### src/rtl/manch_pkg.sv
// Shared types for the Manchester frame decoder: FSM state encoding and pair polarity constants.
package manch_pkg;

  typedef enum logic [1:0] {
    IDLE   = 2'd0,
    DECODE = 2'd1,
    DONE   = 2'd2
  } state_e;

  localparam int POL_IEEE   = 0;
  localparam int POL_THOMAS = 1;

endpackage

### src/rtl/manch_pair_dec.sv
// Combinational decode of one Manchester pair; flags the non-transition codes "00"/"11".
module manch_pair_dec (
  input  logic [1:0] pair_i,
  input  logic       pol_i,
  output logic       bit_o,
  output logic       invalid_o
);

  assign bit_o     = pair_i[1] ^ pol_i;
  assign invalid_o = ~(pair_i[1] ^ pair_i[0]);

endmodule

### src/rtl/manch_decoder.sv
// Frame-level Manchester decoder: latches a frame on start, decodes one pair per cycle.
// Optional MANCH_ERR_EN: invalid pairs decode to 0 and raise a sticky err with first index.
module manch_decoder
  import manch_pkg::*;
#(
  parameter int MAX_SYMS = 7,
  parameter int POL      = POL_IEEE,
  localparam int SIZE_W  = $clog2(MAX_SYMS+1)
) (
  input  logic                  clk,
  input  logic                  rst,
  input  logic                  start,
  input  logic [2*MAX_SYMS-1:0] rstring,
  input  logic [SIZE_W-1:0]     size,
  output logic [MAX_SYMS-1:0]   dstring,
  output logic                  busy,
  output logic                  done,
  output logic                  err,
  output logic [SIZE_W-1:0]     err_idx
);

  localparam logic [SIZE_W-1:0] MAX_L = SIZE_W'(MAX_SYMS);

  state_e                state_q, state_d;
  logic [SIZE_W-1:0]     cnt_q, cnt_d, len_q, len_d, size_clamp;
  logic [2*MAX_SYMS-1:0] shadow_q, shadow_d;
  logic [MAX_SYMS-1:0]   dstring_q, dstring_d, bit_w, inv_w;
  logic                  sel_bit, dec_bit;

  // One decoder per pair position, all fed from the shadow copy only.
  for (genvar i = 0; i < MAX_SYMS; i++) begin : g_pair
    manch_pair_dec u_pair (
      .pair_i   (shadow_q[2*i +: 2]),
      .pol_i    (1'(POL)),
      .bit_o    (bit_w[i]),
      .invalid_o(inv_w[i])
    );
  end

  assign size_clamp = (size > MAX_L) ? MAX_L : size;

`ifdef MANCH_ERR_EN
  logic              err_q, err_d, sel_inv;
  logic [SIZE_W-1:0] err_idx_q, err_idx_d;

  always_comb begin
    sel_inv = 1'b0;
    for (int i = 0; i < MAX_SYMS; i++)
      if (cnt_q == SIZE_W'(i)) sel_inv = inv_w[i];
  end

  assign dec_bit = sel_bit & ~sel_inv;
  assign err     = err_q;
  assign err_idx = err_idx_q;
`else
  logic unused_inv;
  assign unused_inv = ^inv_w;
  assign dec_bit    = sel_bit;
  assign err        = 1'b0;
  assign err_idx    = '0;
`endif

  always_comb begin
    sel_bit = 1'b0;
    for (int i = 0; i < MAX_SYMS; i++)
      if (cnt_q == SIZE_W'(i)) sel_bit = bit_w[i];
  end

  always_comb begin
    state_d   = state_q;
    cnt_d     = cnt_q;
    len_d     = len_q;
    shadow_d  = shadow_q;
    dstring_d = dstring_q;
`ifdef MANCH_ERR_EN
    err_d     = err_q;
    err_idx_d = err_idx_q;
`endif
    case (state_q)
      IDLE, DONE: begin
        if (start) begin
          shadow_d  = rstring;
          len_d     = size_clamp;
          cnt_d     = '0;
          dstring_d = '0;
`ifdef MANCH_ERR_EN
          err_d     = 1'b0;
          err_idx_d = '0;
`endif
          state_d   = (size_clamp == '0) ? DONE : DECODE;
        end
      end
      DECODE: begin
        for (int i = 0; i < MAX_SYMS; i++)
          if (cnt_q == SIZE_W'(i)) dstring_d[i] = dec_bit;
`ifdef MANCH_ERR_EN
        if (sel_inv && !err_q) begin
          err_d     = 1'b1;
          err_idx_d = cnt_q;
        end
`endif
        cnt_d = cnt_q + SIZE_W'(1);
        if (cnt_q == len_q - SIZE_W'(1)) state_d = DONE;
      end
      default: state_d = IDLE;
    endcase
  end

  always_ff @(posedge clk or posedge rst) begin
    if (rst) begin
      state_q   <= IDLE;
      cnt_q     <= '0;
      len_q     <= '0;
      shadow_q  <= '0;
      dstring_q <= '0;
`ifdef MANCH_ERR_EN
      err_q     <= 1'b0;
      err_idx_q <= '0;
`endif
    end else begin
      state_q   <= state_d;
      cnt_q     <= cnt_d;
      len_q     <= len_d;
      shadow_q  <= shadow_d;
      dstring_q <= dstring_d;
`ifdef MANCH_ERR_EN
      err_q     <= err_d;
      err_idx_q <= err_idx_d;
`endif
    end
  end

  assign dstring = dstring_q;
  assign busy    = (state_q == DECODE);
  assign done    = (state_q == DONE);

endmodule

### config.mk
export PLATFORM = sky130hd
export DESIGN_NAME = manch_decoder
export DESIGN_NICKNAME = d
export VERILOG_FILES = /design/src/rtl/manch_pkg.sv /design/src/rtl/manch_pair_dec.sv /design/src/rtl/manch_decoder.sv
export SDC_FILE = /design/constraint.sdc
export NUM_CORES = 1
export LEC_CHECK = 0
export CAP_MARGIN = 10
export CORE_MARGIN = 4
export CORE_UTILIZATION = 35
export CTS_CLUSTER_SIZE = 16
export DETAILED_ROUTE_END_ITERATION = 6
export SLEW_MARGIN = 20
export SYNTH_ARGS = -nofsm -noshare
export SYNTH_HDL_FRONTEND = slang
export SYNTH_SLANG_ARGS = --single-unit
### constraint.sdc
create_clock -name clk -period 1.91 [get_ports clk]
set_input_delay 0.382 -clock clk [delete_from_list [all_inputs] [get_ports clk]]
set_output_delay 0.382 -clock clk [all_outputs]
set_load 0.1 [all_outputs]
### After elaboration in Yosys (flattened, before gate mapping)

Index checks and enable logic that the tools add are counted.

| storage, ports and cells | value |
|---|---|
| register bits after elaboration | 29 |
| bits of input ports | 20 |
| word-level logic and storage cells | 69 |

| cells by class | value |
|---|---|
| add/subtract/negate cells | 2 |
| magnitude comparators | 1 |
| eq/ne operators | 18 |
| muxes and demuxes | 22 |
| reduce and logical (&&, ||, !) cells | 15 |

Operator list:

| operator | count |
|---|---|
| AND reduction 3 bit | 7 |
| != test 2 x 1 -> 1 bit, second input constant | 8 |
| case mux 7 bit (2 select lines) | 1 |
| two-way mux 1 bit | 13 |
| equality test 3 bit, second input constant | 3 |
| two-way mux 7 bit | 1 |
| equality test 3 x 2 -> 1 bit, second input constant | 2 |
| zero test 3 bit | 2 |
| two-way mux 2 bit | 3 |
| two-way mux 3 bit | 2 |
| case mux 3 bit (2 select lines) | 1 |
| AND reduction 2 bit | 3 |
| case mux 2 bit (2 select lines) | 1 |
| adder 3 x 1 -> 3 bit, second input constant | 1 |
| equality test 3 x 1 -> 1 bit, second input constant | 1 |
| equality test 3 bit | 1 |
| greater-than comparator 3 bit, second input constant | 1 |
| subtractor 3 x 1 -> 3 bit, second input constant | 1 |
| equality test 2 x 1 -> 1 bit, second input constant | 1 |
| equality test 2 bit, second input constant | 1 |
| zero test 2 bit | 1 |
| != test 2 bit, second input constant | 1 |
| nonzero test 2 bit | 1 |
| OR reduction 2 bit | 1 |

### Longest topological paths before layout

| depth | value |
|---|---|
| word-level depth | 9 |
| depth in mapped cells | 6 |
| gate-level depth less buffers | 6 |

### Hierarchy

A second synthesis with hierarchy kept.

| unflattened totals | value |
|---|---|
| cell total of the unflattened synthesis | 144 |
| area, all modules | 1530.2 um2 |

By module, submodules not included:

| module | times used | cells an instance | area an instance (um2) | sequential area each (um2) |
|---|---|---|---|---|
| manch_decoder | 1 | 130 | 1407.6 | 725.7 |
| manch_pair_dec | 7 | 2 | 17.5 | 0.0 |

### Worst setup path before layout

OpenSTA, ideal clock, no wires.

| path | value |
|---|---|
| path type | register -> output |
| start | reg state_q[0] |
| end | out done |
| arrival | 1.743 ns |
| path slack | -0.215 ns |
| cell stages (with the launch flop) | 2 |
| cells stage by stage | dfrtp_1 nor2b_1 |

| between the ends | value |
|---|---|
| longest elaborated chain between the ends | 1 |

RTL lines:

| what | line | text |
|---|---|---|
| start: declaration | manch_decoder.sv:24 | `state_e state_q, state_d;` |
| start signal: assignment | manch_decoder.sv:121 | `state_q <= state_d;` |
| equality test 2 bit | manch_decoder.sv:135 | `assign done = (state_q == DONE);` |
| end: declaration | manch_decoder.sv:17 | `output logic done,` |

No other way between the ends.

### Final worst setup path

| path | value |
|---|---|
| start | reg cnt_q[0] |
| end | reg dstring_q[1], in the netlist dstring[1] |

| between the ends | value |
|---|---|
| longest elaborated chain between the ends | 9 |
| elaborated cells on any way between the ends | 16 |
| those cells by class | 7 x eq/ne; 8 x mux; 1 x reduce/logical |

RTL lines:

| what | line | text |
|---|---|---|
| start: declaration | manch_decoder.sv:25 | `logic [SIZE_W-1:0] cnt_q, cnt_d, len_q, len_d, size_clamp;` |
| start signal: assignment | manch_decoder.sv:122 | `cnt_q <= cnt_d;` |
| equality test 3 x 1 -> 1 bit | manch_decoder.sv:66, manch_decoder.sv:95 |  |
| two-way mux 1 bit (6 in series) | manch_decoder.sv:66 | `if (cnt_q == SIZE_W'(i)) sel_bit = bit_w[i];` |
| two-way mux 1 bit | manch_decoder.sv:95 | `if (cnt_q == SIZE_W'(i)) dstring_d[i] = dec_bit;` |
| case mux 7 bit (2 select lines) | manch_decoder.sv:79 | `case (state_q)` |
| end signal: assignment | manch_decoder.sv:125 | `dstring_q <= dstring_d;` |
| end: declaration | manch_decoder.sv:27 | `logic [MAX_SYMS-1:0] dstring_q, dstring_d, bit_w, inv_w;` |

Parallel ways exist; a longest one is shown, timed or not. The select of a mux whose other input is x is not followed.
A chain may end at the register's enable or synchronous reset.

==> metrics <==
status=finished, violations left; failing checks=setup timing; mean post-synth cell area=10.31 µm²; Worst setup EP type=register; number of synthesized register bits=22; pwr dens=1827 mW/mm²; Final period util=1.002; critical path data required time=2.10 ns; via/cell ratio=4.670; Ports=33; DR iter-0 viols=25; Place WS=-0.01942 ns; maximum clock path buffer count=2; Core ar.=0.003128 mm²; CP arrival=2.11 ns; Post-CTS Hold Fix Bufs=0; Die ar.=0.004347 mm²; Final ANT Viol Nets=0; initial core utilization=0.3756; Buffers on Ports=21; post-layout util=0.5032; Clock H-tree levels=1; row cnt=20; R2R setup slack=-0.003 ns; share of cells above drive strength 1=0.2721; worst skew pair latency=0.30 ns; Max-Cap Viols=0; Post-Syn Area=0.001175 mm²; Final WS setup=-0.003222 ns; Hold WS=0.3984 ns; CTS root buffer=clkbuf_4; post-route insts no fill=191; Die Ht=65.94 µm; routability cong.=0.7920; GRT Total Usage=0.1205; # setup viols final=2; CTS tree=done; crit path max fanout=4; Yosys warnings=0; largest net degree at the start of global routing=23; number of slew-limit violations in the final report=0; wire per inst=11.62 µm; Unique masters post-synth=35; Final Hold Fails=0; Critical Path Start Type=register; FILL cells=286; Final min period=1.913 ns; dpl cells=187; worst reg2reg path startpoint=cnt_q[0]; DRT Pass-1 Iters=4; FF-to-FF End=dstring[1]; diode count=0; Clock transition at path regs=0.12 ns; leakage power figure=0.7347 nW; via count=892; R2R cell count=6; DRC=0; Max IR drop VDD=0.0008023 V; Synth area leaders=dfrtp_1 (47%), mux2_1 (6.7%), ha_1 (6.4%), inv_1 (3.2%), mux2_2 (2.9%); sequential fraction of the synthesis area=0.4686; footprint of the multi-input gates=576.8 µm²; Hold/Removal Path Class=in -> async; Final #Nets=175; CP Class=reg -> reg; RSZ-0062 raised after global routing=true; initial antenna violation count=0; Post-Synthesis Cells=114; Sequential cell area=551.8 µm²; first-pass GRT wire length=4119 µm; final WL=2219 µm; clock skew=0.003877 ns; Synth area leader=dfrtp_1; total power=2.875 mW; total CTS buffers=3; FMAX=522.7 MHz; Layout area overhead=33.97%; GR Overflow Total=0; Synth top area share=0.4686; vias in the first global route=917; Die Wd=65.94 µm; TritonCTS Sinks=22; post-DP HPWL=1749 µm
## timing repair
| action | CTS | global route |
|---|---|---|
| buffers inserted | 1 | 0 |
| endpoints found under the hold margin | 0 | 0 |
| setup endpoints to repair | 3 | 6 |
| resized for setup | 2 | 5 |
| pin swaps | 2 | 2 |
## metal layers
layer  track usage  vias up  routed length (µm)  part of all wire
li1              -      456                   -                 -
met1        0.1548      412                1017              0.46
met2        0.2053       22                1081              0.49
met5             0        -                   0                 0
met3       0.03571        2                 110             0.050
met4       0.01523        0                   9            0.0041
## cells in the final DEF (no fill, tap or decap), drive strengths merged
cell / instances
a31oi: 4
inv: 12
mux2: 10
o21ai: 6
a22o: 1
nor2b: 3
nand2: 7
nor3b: 2
a21oi: 6
a21o: 1
a211o: 2
o31ai: 2
dfrtp: 22
ha: 6
and3: 1
o311ai: 1
clkbuf: 3
or3: 1
nor2: 5
nor4bb: 1
buf: 22
clkdlybuf4s50: 12
or2: 1
a22oi: 3
o311a: 1
xnor2: 2
a311oi: 1
conb: 4
nor3: 2
xor2: 2
nand2b: 1
## power breakdown
part / internal (mW) / switching, mW / leakage, nW / total [mW]
logic: 0.694 / 1.16 / 0.450 / 1.86
registers: 0.678 / 0.134 / 0.271 / 0.812
clock network: 0.0734 / 0.131 / 0.0138 / 0.205
## synthesized netlist by cell type
library cell	count
xor2_1	2
nor4bb_1	1
a22oi_1	3
nand2b_1	1
buf_2	1
nor3b_1	2
o31ai_1	2
a211o_1	2
a311oi_1	1
mux2_1	7
nor2b_1	2
mux2_2	3
o311a_1	1
inv_1	10
or2_1	1
a31oi_1	4
or3_1	1
nand2_1	7
a21oi_1	6
nor2_1	5
inv_2	2
o21ai_0	2
clkbuf_1	2
dfrtp_1	22
a22o_1	1
conb_1	1
nor2b_2	1
and3_1	1
o311ai_1	1
o21ai_1	4
nor3_1	2
a21o_1	1
ha_1	6
xnor2_1	2
buf_4	4
## critical path, stage by stage, from the launching register on
cell     delay (ns)
dfrtp_2        0.43
inv_2          0.05
ha_2           0.17
a211o_1        0.25
a211o_1        0.27
o311a_1        0.37
mux2_2         0.27
## worst max path at each step
stage                     slack (ns)         end  cells past startpoint  startpoint
after floorplan                0.004  dstring[0]                      6    cnt_q[1]
after global placement        -0.007  dstring[0]                      5    cnt_q[0]
after detailed placement       -0.02  dstring[0]                      6    cnt_q[0]
after CTS                      -0.04  dstring[0]                      5    cnt_q[0]
after global routing           -0.07  dstring[0]                      6    cnt_q[0]
final                         -0.003  dstring[1]                      6    cnt_q[0]
## flip-flops by register name, summed over array words and instances (netlist names)
signal,flops
cnt_q,3
state_q,2
shadow_q,7
dstring,7
len_q,3
## cell type report
class / count / area share
flip-flops and latches: 22 / 0.3506
inverters: 12 / 0.02862
clock buffers: 3 / 0.01431
well taps: 44 / 0.03498
repair buffers: 34 / 0.2051
multi-input cells: 76 / 0.3665
## cells by family after synthesis
kind of cell / count (synthesis) / synth area share
AO/OA/AOI/OAI: 28 / 0.1566
flip-flops: 22 / 0.4686
multiplexers: 10 / 0.09585
other: 1 / 0.003192
AND/OR/NAND/NOR: 24 / 0.1076
buffers and inverters: 19 / 0.07455
adder cells (fa/ha/maj): 6 / 0.06390
XOR/XNOR: 4 / 0.02982
## per-stage QoR
| stage | cell area [µm²] | TNS [ns] |
|---|---|---|
| floorplan | 1194 | 0 |
| global placement | 1521 | -0.01748 |
| detailed placement | 1521 | -0.05459 |
| CTS | 1551 | -0.1286 |
| global route | 1574 | -0.2045 |
| finish | 1574 | -0.003932 |
(Power assumes the default switching activity.)
